==> src/rtl/uart_tx_gen_if.sv <==
// Producer-to-transmitter word handshake (active-low valid/ready).
// master: drives data_in/valid_n; slave: drives ready_n.
interface uart_tx_gen_if #(
    parameter int DATA_BITS = 8
);
    logic [DATA_BITS-1:0] data_in;
    logic                 valid_n;
    logic                 ready_n;

    modport master (
        output data_in,
        output valid_n,
        input  ready_n
    );

    modport slave (
        input  data_in,
        input  valid_n,
        output ready_n
    );
endinterface

==> src/rtl/uart_tx_gen.sv <==
// Parametrised UART transmitter with a one-word holding register.
// Ports: clk, rst (sync, active-high), up (word handshake), tx, busy.
module uart_tx_gen #(
    parameter int DATA_BITS = 8,
    parameter int CDIV      = 2,
    parameter int PARITY    = 0,
    parameter int STOP_BITS = 1,
    parameter int MSB_FIRST = 1
) (
    input  logic          clk,
    input  logic          rst,
    uart_tx_gen_if.slave  up,
    output logic          tx,
    output logic          busy
);

    if (DATA_BITS < 5 || DATA_BITS > 9) begin : g_bad_data_bits
        $error("uart_tx_gen: DATA_BITS must be 5..9");
    end
    if (CDIV < 1) begin : g_bad_cdiv
        $error("uart_tx_gen: CDIV must be >= 1");
    end
    if (PARITY < 0 || PARITY > 2) begin : g_bad_parity
        $error("uart_tx_gen: PARITY must be 0, 1 or 2");
    end
    if (STOP_BITS < 1 || STOP_BITS > 2) begin : g_bad_stop
        $error("uart_tx_gen: STOP_BITS must be 1 or 2");
    end
    if (MSB_FIRST < 0 || MSB_FIRST > 1) begin : g_bad_order
        $error("uart_tx_gen: MSB_FIRST must be 0 or 1");
    end

    localparam int TW = (CDIV > 1) ? $clog2(CDIV) : 1;
    localparam int BW = $clog2(DATA_BITS + 1);

    localparam logic [TW-1:0] T_LAST = TW'(CDIV - 1);
    localparam logic [BW-1:0] D_LAST = BW'(DATA_BITS - 1);
    localparam logic [BW-1:0] S_LAST = BW'(STOP_BITS - 1);
    localparam logic          ODD    = (PARITY == 1);

    typedef enum logic [2:0] {
        S_IDLE,
        S_START,
        S_DATA,
        S_PAR,
        S_STOP
    } state_t;

    state_t               state_q, state_d;
    logic [TW-1:0]        tmr_q, tmr_d;
    logic [BW-1:0]        cnt_q, cnt_d;
    logic [DATA_BITS-1:0] shift_q, shift_d;
    logic                 par_q, par_d;
    logic [DATA_BITS-1:0] hold_q, hold_d;
    logic                 hold_v_q, hold_v_d;
    logic                 tx_q, tx_d;
    logic                 busy_q, busy_d;

    logic ready_n;
    logic accept;
    logic load;
    logic tick;

    assign ready_n    = hold_v_q | rst;
    assign up.ready_n = ready_n;
    assign accept     = ~up.valid_n & ~ready_n;
    assign tx         = tx_q;
    assign busy       = busy_q;

    always_comb begin
        state_d  = state_q;
        cnt_d    = cnt_q;
        shift_d  = shift_q;
        par_d    = par_q;
        hold_d   = hold_q;
        hold_v_d = hold_v_q;
        load     = 1'b0;
        tick     = (tmr_q == T_LAST);
        tmr_d    = tick ? '0 : tmr_q + 1'b1;

        unique case (state_q)
            S_IDLE: begin
                tmr_d = '0;
                if (hold_v_q) begin
                    load    = 1'b1;
                    state_d = S_START;
                end
            end
            S_START: begin
                if (tick) begin
                    state_d = S_DATA;
                    cnt_d   = '0;
                end
            end
            S_DATA: begin
                if (tick) begin
                    if (cnt_q == D_LAST) begin
                        cnt_d   = '0;
                        state_d = (PARITY != 0) ? S_PAR : S_STOP;
                    end else begin
                        cnt_d   = cnt_q + 1'b1;
                        shift_d = (MSB_FIRST != 0) ? (shift_q << 1)
                                                   : (shift_q >> 1);
                    end
                end
            end
            S_PAR: begin
                if (tick) begin
                    state_d = S_STOP;
                    cnt_d   = '0;
                end
            end
            S_STOP: begin
                if (tick) begin
                    if (cnt_q == S_LAST) begin
                        cnt_d = '0;
                        // Reload straight into START: no idle gap.
                        if (hold_v_q) begin
                            load    = 1'b1;
                            state_d = S_START;
                        end else begin
                            state_d = S_IDLE;
                        end
                    end else begin
                        cnt_d = cnt_q + 1'b1;
                    end
                end
            end
            default: begin
                state_d = S_IDLE;
            end
        endcase

        // Accept and load are mutually exclusive: accept needs an
        // empty hold, load needs a full one.
        if (load) begin
            shift_d  = hold_q;
            par_d    = (^hold_q) ^ ODD;
            hold_v_d = 1'b0;
        end
        if (accept) begin
            hold_d   = up.data_in;
            hold_v_d = 1'b1;
        end

        // Line level is registered, so derive it from the next state.
        tx_d = 1'b1;
        unique case (state_d)
            S_START: tx_d = 1'b0;
            S_DATA:  tx_d = (MSB_FIRST != 0) ? shift_d[DATA_BITS-1]
                                             : shift_d[0];
            S_PAR:   tx_d = par_d;
            default: tx_d = 1'b1;
        endcase
        busy_d = (state_d != S_IDLE);
    end

    always_ff @(posedge clk) begin
        if (rst) begin
            state_q  <= S_IDLE;
            tmr_q    <= '0;
            cnt_q    <= '0;
            shift_q  <= '0;
            par_q    <= 1'b0;
            hold_q   <= '0;
            hold_v_q <= 1'b0;
            tx_q     <= 1'b1;
            busy_q   <= 1'b0;
        end else begin
            state_q  <= state_d;
            tmr_q    <= tmr_d;
            cnt_q    <= cnt_d;
            shift_q  <= shift_d;
            par_q    <= par_d;
            hold_q   <= hold_d;
            hold_v_q <= hold_v_d;
            tx_q     <= tx_d;
            busy_q   <= busy_d;
        end
    end

endmodule
==> src/flat_wrapper.sv <==
// flat-port wrapper written by rule: the top's interface ports become plain ports
module uart_tx_gen_flat 
#(
    parameter int DATA_BITS = 8,
    parameter int CDIV      = 2,
    parameter int PARITY    = 0,
    parameter int STOP_BITS = 1,
    parameter int MSB_FIRST = 1
)
  (clk, rst, tx, busy, up_data_in, up_valid_n, up_ready_n);
  uart_tx_gen_if #(.DATA_BITS(DATA_BITS)) up_i ();
  input  logic clk;
  input  logic rst;
  output logic tx;
  output logic busy;
  input wire logic [$bits(up_i.data_in)-1:0] up_data_in;
  input wire logic [$bits(up_i.valid_n)-1:0] up_valid_n;
  output wire logic [$bits(up_i.ready_n)-1:0] up_ready_n;
  assign up_i.data_in = up_data_in;
  assign up_i.valid_n = up_valid_n;
  assign up_ready_n = up_i.ready_n;
  uart_tx_gen #(.DATA_BITS(DATA_BITS), .CDIV(CDIV), .PARITY(PARITY), .STOP_BITS(STOP_BITS), .MSB_FIRST(MSB_FIRST)) u_core (.clk(clk), .rst(rst), .up(up_i), .tx(tx), .busy(busy));
endmodule
==> config.mk <==
export PLATFORM = sky130hd
export DESIGN_NAME = uart_tx_gen_flat
export DESIGN_NICKNAME = d
export VERILOG_FILES = /design/src/rtl/uart_tx_gen_if.sv /design/src/rtl/uart_tx_gen.sv /design/src/flat_wrapper.sv
export SDC_FILE = /design/constraint.sdc
export NUM_CORES = 1
export LEC_CHECK = 0
export CAP_MARGIN = 15
export CORE_AREA = 5 5 82 84
export CTS_CLUSTER_DIAMETER = 120
export CTS_CLUSTER_SIZE = 30
export DETAILED_ROUTE_END_ITERATION = 10
export DIE_AREA = 0 0 87 89
export PLACE_DENSITY_LB_ADDON = 0.25
export SLEW_MARGIN = 20
export SYNTH_ARGS = -nofsm -noshare
export SYNTH_HDL_FRONTEND = slang
export SYNTH_SLANG_ARGS = --single-unit
export TNS_END_PERCENT = 50
==> constraint.sdc <==
create_clock -name clk -period 1.8 [get_ports clk]
set_clock_uncertainty 0.1 [all_clocks]
set_input_delay 0.18 -clock clk [delete_from_list [all_inputs] [get_ports clk]]
set_output_delay 0.18 -clock clk [all_outputs]
set_load 0.1 [all_outputs]
==> impl_metrics.py <==
metrics = {
    "outcome": {
        "outcome": "completed",
    },
    "setup_path": {
        "rr_worst_depth": 6,
        "crit_fanout": 3,
        "endpoint_kind": "register",
        "cp-start-kind": "register",
        "arrival_ns": 1.84,
        "worst_ep_required_time_ns": 1.88,
        "critPathKind": "reg2reg",
    },
    "timing": {
        "finalCritPeriodShare": 0.978,
        "rsz0062_at_grt": "true",
        "slew-limit-headroom": 0.606,
        "hold_violations": 0,
        "setup_viol": 0,
        "max_freq_ghz": 0.568,
        "worstMarginPinSlew_ns": 0.589,
        "worst_hold_slack_ns": 0.339,
        "min_period_ns": 1.76,
        "drv_slew": 0,
    },
    "cts": {
        "root_buffer": "clkbuf_8",
        "tritoncts": "yes",
        "cts_num_sinks": 28,
        "cts_hold_buf": 0,
        "clock_latency_ns": 0.28,
        "ctsHtreeMaxLevel": 1,
        "cts_buffer_depth": 2,
        "cts.reportedPaths.clkPinSlew_ns": 0.10,
        "cts_buffers": 3,
    },
    "worst_hold_path": {
        "hold_depth": 3,
        "min-delay-path-class": "in2reg",
    },
    "power_and_ir_drop": {
        "max-vdd-ir-drop_uv": 384,
        "total_power_mw": 1.68,
        "leakage_nw": 0.727,
        "p_per_area_nw_per_um2": 889,
    },
    "global_routing": {
        "grt_max_degree": 19,
        "grt_overflow": 0,
        "grt_pass1_vias": 1200,
        "antenna_found_initial": 0,
        "grt_pass1_wl_um": 5660,
        "grt_usage": 0.0905,
    },
    "finish": {
        "final_layout_size_suffix_gt1_frac": 0.249,
        "area_growth_pct": 31.6,
        "fill_cells": 623,
        "num_antenna_cells": 0,
        "nets": 207,
        "final_common_cell": "dfxtp_1",
        "final_cell_mix": "25 x dfxtp_1, 24 x buf_4, 18 x nand2_1",
        "final_cells": 268,
    },
    "floorplan": {
        "start_util": 0.245,
        "coreArea_sq_um": 5850,
        "fp.dieW_um": 87,
        "num_io_pins": 14,
        "die_h_um": 89,
        "rows": 28,
        "die-area_sq_um": 7740,
    },
    "drt": {
        "drt_iter0_drc": 75,
        "wire_per_inst_um": 12.7,
        "ant_nets": 0,
        "num_vias": 1277,
        "wl_um": 3410,
        "viasPerCell": 4.76,
        "drc_errors": 0,
        "dr.pass1.iters": 4,
    },
    "logic_synthesis": {
        "yosysSeqAreaShare": 0.391,
        "synth_cells": 165,
        "syn_nets": 178,
        "synth_cell_type_count": 42,
        "ys_warn_count": 0,
        "syn_area_sq_um": 1430,
        "ys.flop_type": "dfxtp_1",
        "synth_edf_count": 0,
        "syn_avg_cell_area_sq_um": 8.68,
        "ys_ff_latch": 28,
        "async_reset_ff_frac": 0,
    },
    "placement": {
        "dp_cells": 261,
        "place.detailed.hpwl_um": 2420,
        "gp_congestion": 0.726,
        "io_buffers": 13,
    },
    "flow_run": {
        "drv_cap": 0,
    },
}
[worst max-delay path, stage by stage, from the launching register on]
cell      delay (ns)
dfxtp_2         0.35
inv_2           0.05
ha_4            0.15
nor4bb_4        0.14
o211a_1         0.26
a311o_1         0.29
a221o_1         0.32
[flip-flops by register name, indices dropped and copies added (netlist names)]
signal and count:
u_core.hold_v_q 1, u_core.busy 1, u_core.par_q 1, u_core.hold_q 8, u_core.tx 1, u_core.state_q 3
u_core.tick 1, u_core.cnt_q 4, u_core.shift_q 8
[synthesized netlist by cell type, types with 2 or more instances]
| library cell | number | area (sq um) |
|---|---|---|
| nand3_1 | 11 | 55.1 |
| inv_1 | 5 | 18.8 |
| xnor2_1 | 8 | 70.1 |
| buf_2 | 5 | 25.0 |
| a211oi_1 | 2 | 15.0 |
| o21ai_0 | 9 | 45.0 |
| nor3b_1 | 5 | 37.5 |
| clkbuf_1 | 4 | 15.0 |
| a21oi_1 | 11 | 55.1 |
| a311oi_1 | 6 | 52.6 |
| nor2_1 | 17 | 63.8 |
| nand2_1 | 19 | 71.3 |
| o211a_1 | 2 | 20.0 |
| a31oi_1 | 3 | 18.8 |
| nor4bb_1 | 2 | 20.0 |
| dfxtp_1 | 28 | 561 |
| buf_6 | 2 | 22.5 |
| ha_1 | 2 | 25.0 |
[timing repair]
action                                 CTS  global route
setup endpoints to repair                1            10
endpoints found under the hold margin    0             0
gates resized for setup                  6             5
pin swaps                                5             3
buffers inserted                         3             0
[worst paths after layout]
kind | startpoint | endpoint | slack [ns]
worst max-delay path | u_core.cnt_q[0]$_SDFFE_PP0P_ | u_core.tx$_SDFF_PP1_ | 0.04
worst min-delay path | up_data_in[2] | u_core.hold_q[2]$_SDFFE_PP0P_ | 0.34
worst max register to register | u_core.cnt_q[0]$_SDFFE_PP0P_ | u_core.tx$_SDFF_PP1_ | 0.04
worst min register to register | u_core.shift_q[0]$_SDFFE_PP0P_ | u_core.shift_q[0]$_SDFFE_PP0P_ | 0.38
[cell type report]
type | count | area (sq um) | share of cell area
multi-input cells | 120 | 817 | 0.433
clock buffers | 3 | 41.3 | 0.0219
inverters | 5 | 18.8 | 0.00995
well taps | 75 | 93.8 | 0.0498
flip-flops and latches | 28 | 564 | 0.299
clock inverters | 1 | 30.0 | 0.0159
repair buffers | 36 | 320 | 0.170
[through the flow]
| step | TNS [ns] | util | setup slack [ns] | cell area [sq um] |
|---|---|---|---|---|
| finish | 0 | 0.322 | 0.0395 | 1890 |
| detailed placement | -0.0383 | 0.301 | -0.0383 | 1760 |
| floorplan | 0 | - | 0.00406 | 1430 |
| CTS | 0 | 0.320 | 0.00882 | 1870 |
| global placement | -0.00973 | 0.301 | -0.00973 | 1760 |
| global route | -0.0280 | 0.322 | -0.0280 | 1890 |
[cell families after synthesis]
family                   Yosys count  share of synthesized area
flip-flops                        28                      0.391
AND/OR/NAND/NOR                   64                      0.251
adder cells (fa/ha/maj)            2                     0.0175
XOR/XNOR                           8                     0.0489
AO/OA/AOI/OAI                     46                      0.232
buffers and inverters             17                     0.0594
[power breakdown]
part | switching (mW) | total [mW] | leakage, nW | internal [mW]
registers | 0.0413 | 0.716 | 0.231 | 0.675
clock network | 0.210 | 0.508 | 0.0357 | 0.298
logic | 0.246 | 0.453 | 0.461 | 0.207
[routing by layer]
metal,vias up,track usage,share of wire
met5,-,0,0
met1,602,0.129,0.53
met2,21,0.137,0.41
met3,5,0.0175,0.046
li1,649,-,-
met4,0,0.0283,0.011
Power figures use the tool's default switching activity.
